## config.mk

```make
export PLATFORM = sky130hd
export DESIGN_NAME = tvq_bus_flat
export DESIGN_NICKNAME = d
export VERILOG_FILES = /design/src/rtl/tvq_bus_pkg.sv /design/src/rtl/tvq_bus_if.sv /design/src/rtl/tvq_decode.sv /design/src/rtl/tvq_bus.sv /design/src/flat_wrapper.sv
export SDC_FILE = /design/constraint.sdc
export NUM_CORES = 1
export LEC_CHECK = 0
export CORE_MARGIN = 1
export CORE_UTILIZATION = 44
export CTS_CLUSTER_DIAMETER = 50
export DETAILED_ROUTE_END_ITERATION = 12
export HOLD_SLACK_MARGIN = 0.15
export PLACE_DENSITY_LB_ADDON = 0.15
export REMOVE_ABC_BUFFERS = 1
export SLEW_MARGIN = 15
export SYNTH_ARGS = -nofsm -noshare
export SYNTH_HDL_FRONTEND = slang
export SYNTH_SLANG_ARGS = --single-unit
```

## constraint.sdc

```tcl
create_clock -name tvq_clk -period 2.53 [get_ports tvq_clk]
set_input_delay 0.759 -clock tvq_clk [delete_from_list [all_inputs] [get_ports tvq_clk]]
set_output_delay 0.759 -clock tvq_clk [all_outputs]
set_load 0.1 [all_outputs]
```

## src/rtl/tvq_bus_pkg.sv

```systemverilog
// Shared definitions for the timer bus slave and the timer core:
// FSM state encoding, register offsets and the one-hot select layout.
package tvq_bus_pkg;

    typedef enum logic [2:0] {
        ST_IDLE = 3'd0,
        ST_SEL  = 3'd1,
        ST_RD   = 3'd2,
        ST_RDH  = 3'd3,
        ST_WR   = 3'd4,
        ST_WRH  = 3'd5,
        ST_DONE = 3'd6
    } tvq_state_t;

    localparam logic [15:0] REG_LIM_OFS = 16'd0;
    localparam logic [15:0] REG_CNT_OFS = 16'd2;
    localparam logic [15:0] REG_CSR_OFS = 16'd4;

    // Bit positions inside the one-hot register select
    localparam int SEL_LIM = 0;
    localparam int SEL_CNT = 1;
    localparam int SEL_CSR = 2;

    typedef struct packed {
        tvq_state_t  state;
        logic [15:1] addr;
        logic        bs;
        logic        odd;
    } tvq_dbg_t;

endpackage

```

## src/rtl/tvq_bus_if.sv

```systemverilog
// Multiplexed address/data bus between a bus master and the timer slave.
interface tvq_bus_if;
    // Handshake: the master raises sync with a valid address (ad_in, bs), then
    // raises din (read) or dout (write, data on ad_in, wtbt = byte) and holds it
    // until the slave answers with rply; the master then drops din/dout and the
    // slave drops rply. Further din/dout phases may follow while sync stays high;
    // dropping sync ends the cycle at any point.
    logic [15:0] bus_ad_in;
    logic        bus_sync;
    logic        bus_din;
    logic        bus_dout;
    logic        bus_wtbt;
    logic        bus_bs;
    logic [15:0] bus_ad_out;
    logic        bus_ad_oe;
    logic        bus_rply;

    modport master (
        output bus_ad_in, bus_sync, bus_din, bus_dout, bus_wtbt, bus_bs,
        input  bus_ad_out, bus_ad_oe, bus_rply
    );

    modport slave (
        input  bus_ad_in, bus_sync, bus_din, bus_dout, bus_wtbt, bus_bs,
        output bus_ad_out, bus_ad_oe, bus_rply
    );
endinterface

```

## src/rtl/tvq_decode.sv

```systemverilog
// Address decoder: maps an I/O-page word address onto a one-hot select of
// the limit, counter and CSR registers.
module tvq_decode
    import tvq_bus_pkg::*;
#(
    parameter logic [15:0] BASE = 16'o177706
) (
    input  logic [15:1] addr,
    input  logic        bs,
    output logic [2:0]  sel
);
    localparam logic [15:0] LIM_ADDR = BASE + REG_LIM_OFS;
    localparam logic [15:0] CNT_ADDR = BASE + REG_CNT_OFS;
    localparam logic [15:0] CSR_ADDR = BASE + REG_CSR_OFS;

    assign sel[SEL_LIM] = bs && (addr == LIM_ADDR[15:1]);
    assign sel[SEL_CNT] = bs && (addr == CNT_ADDR[15:1]);
    assign sel[SEL_CSR] = bs && (addr == CSR_ADDR[15:1]);
endmodule

```

## src/rtl/tvq_bus.sv

```systemverilog
// Bus slave front end for the timer: decodes the three timer registers and
// sequences read/write strobes and the reply handshake.
module tvq_bus
    import tvq_bus_pkg::*;
#(
    parameter logic [15:0] BASE = 16'o177706
) (
    input  logic        tvq_clk,
    input  logic        tvq_reset,
    tvq_bus_if.slave    bus,
    output logic [15:0] tve_din,
    input  logic [15:0] tve_dout,
    output logic        tve_lim_oe,
    output logic        tve_cnt_oe,
    output logic        tve_csr_oe,
    output logic        tve_lim_wr,
    output logic        tve_csr_wr,
    output tvq_dbg_t    dbg
);
    tvq_state_t  state_q;
    logic        sync_q;
    logic [15:1] addr_q;
    logic        bs_q;
    logic        odd_q;
    logic [2:0]  sel_q;
    logic [2:0]  oe_q;
    logic [1:0]  wr_q;
    logic [15:0] ad_out_q;
    logic        ad_oe_q;
    logic        rply_q;
    logic [15:0] din_q;
    logic [2:0]  dec_sel;

    tvq_decode #(.BASE(BASE)) u_decode (
        .addr (bus.bus_ad_in[15:1]),
        .bs   (bus.bus_bs),
        .sel  (dec_sel)
    );

    always_ff @(posedge tvq_clk or posedge tvq_reset) begin
        if (tvq_reset) begin
            state_q  <= ST_IDLE;
            // Treat sync as already high so a sync held across reset is not a new cycle
            sync_q   <= 1'b1;
            addr_q   <= '0;
            bs_q     <= 1'b0;
            odd_q    <= 1'b0;
            sel_q    <= '0;
            oe_q     <= '0;
            wr_q     <= '0;
            ad_out_q <= '0;
            ad_oe_q  <= 1'b0;
            rply_q   <= 1'b0;
            din_q    <= '0;
        end else begin
            sync_q <= bus.bus_sync;
            oe_q   <= '0;
            wr_q   <= '0;
            if (!bus.bus_sync) begin
                state_q  <= ST_IDLE;
                ad_out_q <= '0;
                ad_oe_q  <= 1'b0;
                rply_q   <= 1'b0;
                din_q    <= '0;
            end else begin
                unique case (state_q)
                    ST_IDLE: begin
                        if (!sync_q) begin
                            addr_q <= bus.bus_ad_in[15:1];
                            bs_q   <= bus.bus_bs;
                            odd_q  <= bus.bus_ad_in[0];
                            sel_q  <= dec_sel;
                            if (|dec_sel) state_q <= ST_SEL;
                        end
                    end
                    ST_SEL, ST_DONE: begin
                        if (bus.bus_din && !bus.bus_dout) begin
                            state_q <= ST_RD;
                            oe_q    <= sel_q;
                        end else if (bus.bus_dout && !bus.bus_din) begin
                            state_q <= ST_WR;
                            din_q   <= bus.bus_wtbt ? {8'h00, bus.bus_ad_in[7:0]}
                                                    : bus.bus_ad_in;
                            // Counter is read-only and odd bytes have no backing bits
                            wr_q    <= {sel_q[SEL_CSR], sel_q[SEL_LIM]}
                                       & {2{!(bus.bus_wtbt && odd_q)}};
                        end
                    end
                    ST_RD: begin
                        state_q  <= ST_RDH;
                        ad_out_q <= tve_dout;
                    end
                    ST_RDH: begin
                        if (!bus.bus_din) begin
                            state_q <= ST_DONE;
                            ad_oe_q <= 1'b0;
                            rply_q  <= 1'b0;
                        end else begin
                            ad_oe_q <= 1'b1;
                            rply_q  <= 1'b1;
                        end
                    end
                    ST_WR: begin
                        state_q <= ST_WRH;
                    end
                    ST_WRH: begin
                        if (!bus.bus_dout) begin
                            state_q <= ST_DONE;
                            rply_q  <= 1'b0;
                        end else begin
                            rply_q  <= 1'b1;
                        end
                    end
                    default: state_q <= ST_IDLE;
                endcase
            end
        end
    end

    assign bus.bus_ad_out = ad_out_q;
    assign bus.bus_ad_oe  = ad_oe_q;
    assign bus.bus_rply   = rply_q;

    assign tve_din    = din_q;
    assign tve_lim_oe = oe_q[SEL_LIM];
    assign tve_cnt_oe = oe_q[SEL_CNT];
    assign tve_csr_oe = oe_q[SEL_CSR];
    assign tve_lim_wr = wr_q[0];
    assign tve_csr_wr = wr_q[1];

    assign dbg = {state_q, addr_q, bs_q, odd_q};
endmodule

```

## src/flat_wrapper.sv

```systemverilog
// flat-port wrapper written by rule: the top's interface ports become plain ports
module tvq_bus_flat import tvq_bus_pkg::*;
#(
    parameter logic [15:0] BASE = 16'o177706
)
  (tvq_clk, tvq_reset, tve_din, tve_dout, tve_lim_oe, tve_cnt_oe, tve_csr_oe, tve_lim_wr, tve_csr_wr, dbg, bus_bus_ad_in, bus_bus_sync, bus_bus_din, bus_bus_dout, bus_bus_wtbt, bus_bus_bs, bus_bus_ad_out, bus_bus_ad_oe, bus_bus_rply);
  tvq_bus_if bus_i ();
  input  logic tvq_clk;
  input  logic tvq_reset;
  output logic [15:0] tve_din;
  input  logic [15:0] tve_dout;
  output logic tve_lim_oe;
  output logic tve_cnt_oe;
  output logic tve_csr_oe;
  output logic tve_lim_wr;
  output logic tve_csr_wr;
  output tvq_dbg_t dbg;
  input wire logic [$bits(bus_i.bus_ad_in)-1:0] bus_bus_ad_in;
  input wire logic [$bits(bus_i.bus_sync)-1:0] bus_bus_sync;
  input wire logic [$bits(bus_i.bus_din)-1:0] bus_bus_din;
  input wire logic [$bits(bus_i.bus_dout)-1:0] bus_bus_dout;
  input wire logic [$bits(bus_i.bus_wtbt)-1:0] bus_bus_wtbt;
  input wire logic [$bits(bus_i.bus_bs)-1:0] bus_bus_bs;
  output wire logic [$bits(bus_i.bus_ad_out)-1:0] bus_bus_ad_out;
  output wire logic [$bits(bus_i.bus_ad_oe)-1:0] bus_bus_ad_oe;
  output wire logic [$bits(bus_i.bus_rply)-1:0] bus_bus_rply;
  assign bus_i.bus_ad_in = bus_bus_ad_in;
  assign bus_i.bus_sync = bus_bus_sync;
  assign bus_i.bus_din = bus_bus_din;
  assign bus_i.bus_dout = bus_bus_dout;
  assign bus_i.bus_wtbt = bus_bus_wtbt;
  assign bus_i.bus_bs = bus_bus_bs;
  assign bus_bus_ad_out = bus_i.bus_ad_out;
  assign bus_bus_ad_oe = bus_i.bus_ad_oe;
  assign bus_bus_rply = bus_i.bus_rply;
  tvq_bus #(.BASE(BASE)) u_core (.tvq_clk(tvq_clk), .tvq_reset(tvq_reset), .bus(bus_i), .tve_din(tve_din), .tve_dout(tve_dout), .tve_lim_oe(tve_lim_oe), .tve_cnt_oe(tve_cnt_oe), .tve_csr_oe(tve_csr_oe), .tve_lim_wr(tve_lim_wr), .tve_csr_wr(tve_csr_wr), .dbg(dbg));
endmodule
```

==> impl_metrics.ini <==
[status]
outcome = finished clean

[power_and_ir_drop]
p_clk_share_pct = 36.9
total_power_uw = 2460
power_frac_comb_pct = 19.8
peakVddDrop_mv = 0.371
leakagePower_uw = 0.00193
switching_power_uw = 728
power.density_mw_per_mm2 = 642
p_seq_share_pct = 43.3
power.internal_uw = 1730
swShare_pct = 29.7

[sta]
tns_ns = 0
clock_skew_ns = 0.00697
whs_ns = 0.474
relSlewSlack_pct = 52.1
rsz0062_at_grt = no
tightestPinTransition_ns = 0.714
period_share_pct = 88.8
setup_viol = 0
report.final.hold_viol_count = 0
max_freq_ghz = 0.445
period_needed_ns = 2.25
finalMaxSlewViolations = 0

[layout]
fin_util_pct = 67.4
drive_above_1_share_pct = 28.4
area_growth_pct = 43.9
final_cell_mix = buf_4, dfrtp_1, nand2_1
n_antenna_cell = 0
layout_commonest_cell = buf_4
nets = 378

[synthesis]
synthCells = 232
ys_seq_elements = 63
seq_area_frac_synth_pct = 59.3
synth_area_leaders = dfrtp_1, a22o_1, nand2_1
synth_area_per_cell_um2 = 11.5
synth_cell_types = 40
ys_warn_count = 0
synth_flop_cell = dfrtp_1
async_flop_share_pct = 100
synth_top_area_cell = dfrtp_1
yosys.area.top_type_share_pct = 58.4
synth_area_mm2 = 0.00266
synth_edf_count = 0

[job]
max-cap-violations = 0

[floorplan]
ios = 98
die_h_um = 79.7
dieArea_mm2 = 0.00636
initial_core_util_pct = 46.8
fp.coreArea_mm2 = 0.00568
die_x_um = 79.7
rows = 27

[worst_hold_path]
min_from = u_core.addr_q[3]
whs_endpoint = u_core.addr_q[3]
min_path_type = register to register
hold_depth = 2

[cts]
cts_root_buf = clkbuf_8
cts.clk_slew.worst_paths_ns = 0.07
cts_buffers = 9
cts_resized = 0
cts_tree = built
worst_skew_pair.late_latency_ns = 0.33
cts.path.max_buffers = 2
cts_setup_buffers = 0
htreeDepth = 3
cts-hold-fix-buffers = 0
cts.sinks = 63

[detailed_routing]
drtIter0Drc = 110
routed_wl_mm = 5.99
drtPass1Iterations = 4
drc_errors = 0
vias = 2117
final_antenna_net_count = 0
detail_route.wl_per_cell_um = 14.5
viasPerCell = 5.11

[critical_path]
path_class = input port to register
cpMostUsedCell = nor2b_1
cp-end-kind = register
cp_slowest_cell = clkdlybuf4s50_1
path_cells = clkdlybuf4s50_1 -> inv_1 -> ha_1 -> nor2b_1 -> a21boi_0 -> nor2b_1 -> buf_4 -> a22o_1
crit_required_ns = 2.80
cp_max_fo = 8
cp.arrival_ns = 2.51
r2r_slack_ns = 0.57
cp-start-kind = input port
worstReg2RegStart = u_core.state_q[2]
rr_worst_depth = 4
r2r-end = u_core.tve_din[0]
cpPeakStageDelay_ns = 0.50

[placement]
place_hpwl_mm = 4.37
io_buffers = 97
gp_congestion = 0.774

[global_route]
grt_pass1_vias = 2095
grt_max_degree = 39
grt_usage_pct = 20.6
grt_pass1_wl_mm = 9.91
antenna_found_initial = 0
overflow = 0
## through the flow
stage,std cells,area [um^2],setup slack (ns)
floorplan,216,2550,-0.235
global placement,398,3620,-0.0204
detailed placement,398,3620,-0.0800
CTS,414,3830,0.279
global route,414,3830,0.131
finish,414,3830,0.285
## worst max-delay path, delay by kind of cell
family | cells | cell delay, ns
adder cells (fa/ha/maj) | 1 | 0.21
buffers and inverters | 3 | 0.74
AO/OA/AOI/OAI | 2 | 0.44
AND/OR/NAND/NOR | 2 | 0.36
## routing by layer
| metal | share of wire (%) | global-route usage, % | up-vias |
|---|---|---|---|
| li1 | - | - | 1025 |
| met3 | 7.4 | 7.43 | 8 |
| met2 | 46 | 33.1 | 78 |
| met4 | 1.1 | 4.82 | 0 |
| met1 | 46 | 26.6 | 1006 |
| met5 | 0 | 0 | - |
## flip-flops by register name, indices dropped and copies added (netlist names), 2 cells and up
| register | cells |
|---|---|
| u_core.addr_q | 15 |
| u_core.bus.bus_ad_out | 16 |
| u_core.oe_q | 3 |
| u_core.sel_q | 3 |
| u_core.state_q | 3 |
| u_core.tve_din | 16 |
| u_core.wr_q | 2 |
## kinds of logic (layout without fill, tap and decap cells)
group                    count (synthesis)  in the layout  share of synthesized area [%]
AO/OA/AOI/OAI                           56             56                           17.4
adder cells (fa/ha/maj)                  2              2                          0.941
flip-flops                              63             63                           59.3
AND/OR/NAND/NOR                         89             89                           17.1
buffers and inverters                   21            131                           4.89
multiplexers                             1              1                          0.376
## power groups by stage
stage          clock network (uW)  registers [uW]  logic [uW]
4_1_cts                       927            1060         490
6_report                      906            1060         485
2_1_floorplan                   0            1330        70.0
5_1_grt                       968            1070         512
3_3_place_gp                    0            1080         486
3_5_place_dp                    0            1080         490
## cells in the mapped netlist (2+ instances only)
| cell | instances |
|---|---|
| dfrtp_1 | 62 |
| nand2_1 | 58 |
| a22o_1 | 35 |
| buf_2 | 8 |
| buf_4 | 5 |
| inv_1 | 5 |
| nor2b_1 | 5 |
| a21oi_1 | 4 |
| nand3b_1 | 4 |
| o21ai_0 | 4 |
| and2_1 | 3 |
| buf_6 | 3 |
| nand2b_1 | 3 |
| a21boi_0 | 2 |
| and3_1 | 2 |
| ha_1 | 2 |
| nand4_1 | 2 |
| nor2_1 | 2 |
| or2_2 | 2 |
## cell type report
type / instances / area [um^2]
fill: 459 / 1850
sequential: 63 / 1580
timing repair buffer: 110 / 983
multi-input combinational: 148 / 951
clock buffer: 12 / 135
tap: 72 / 90.1
clock inverter: 4 / 70.1
inverter: 5 / 18.8
## worst max path at each step
stage | slack (ns) | start | end | depth (start not counted)
after global routing | 0.13 | bus_bus_dout | u_core.tve_din[12] | 8
after floorplan | -0.24 | u_core.state_q[1] | u_core.tve_din[10] | 4
after CTS | 0.28 | bus_bus_dout | u_core.tve_din[9] | 8
final | 0.28 | bus_bus_dout | u_core.tve_din[8] | 8
after detailed placement | -0.08 | bus_bus_dout | u_core.tve_din[9] | 8
after global placement | -0.02 | bus_bus_dout | u_core.tve_din[13] | 8
No activity file was read; power rests on OpenSTA's default activity.
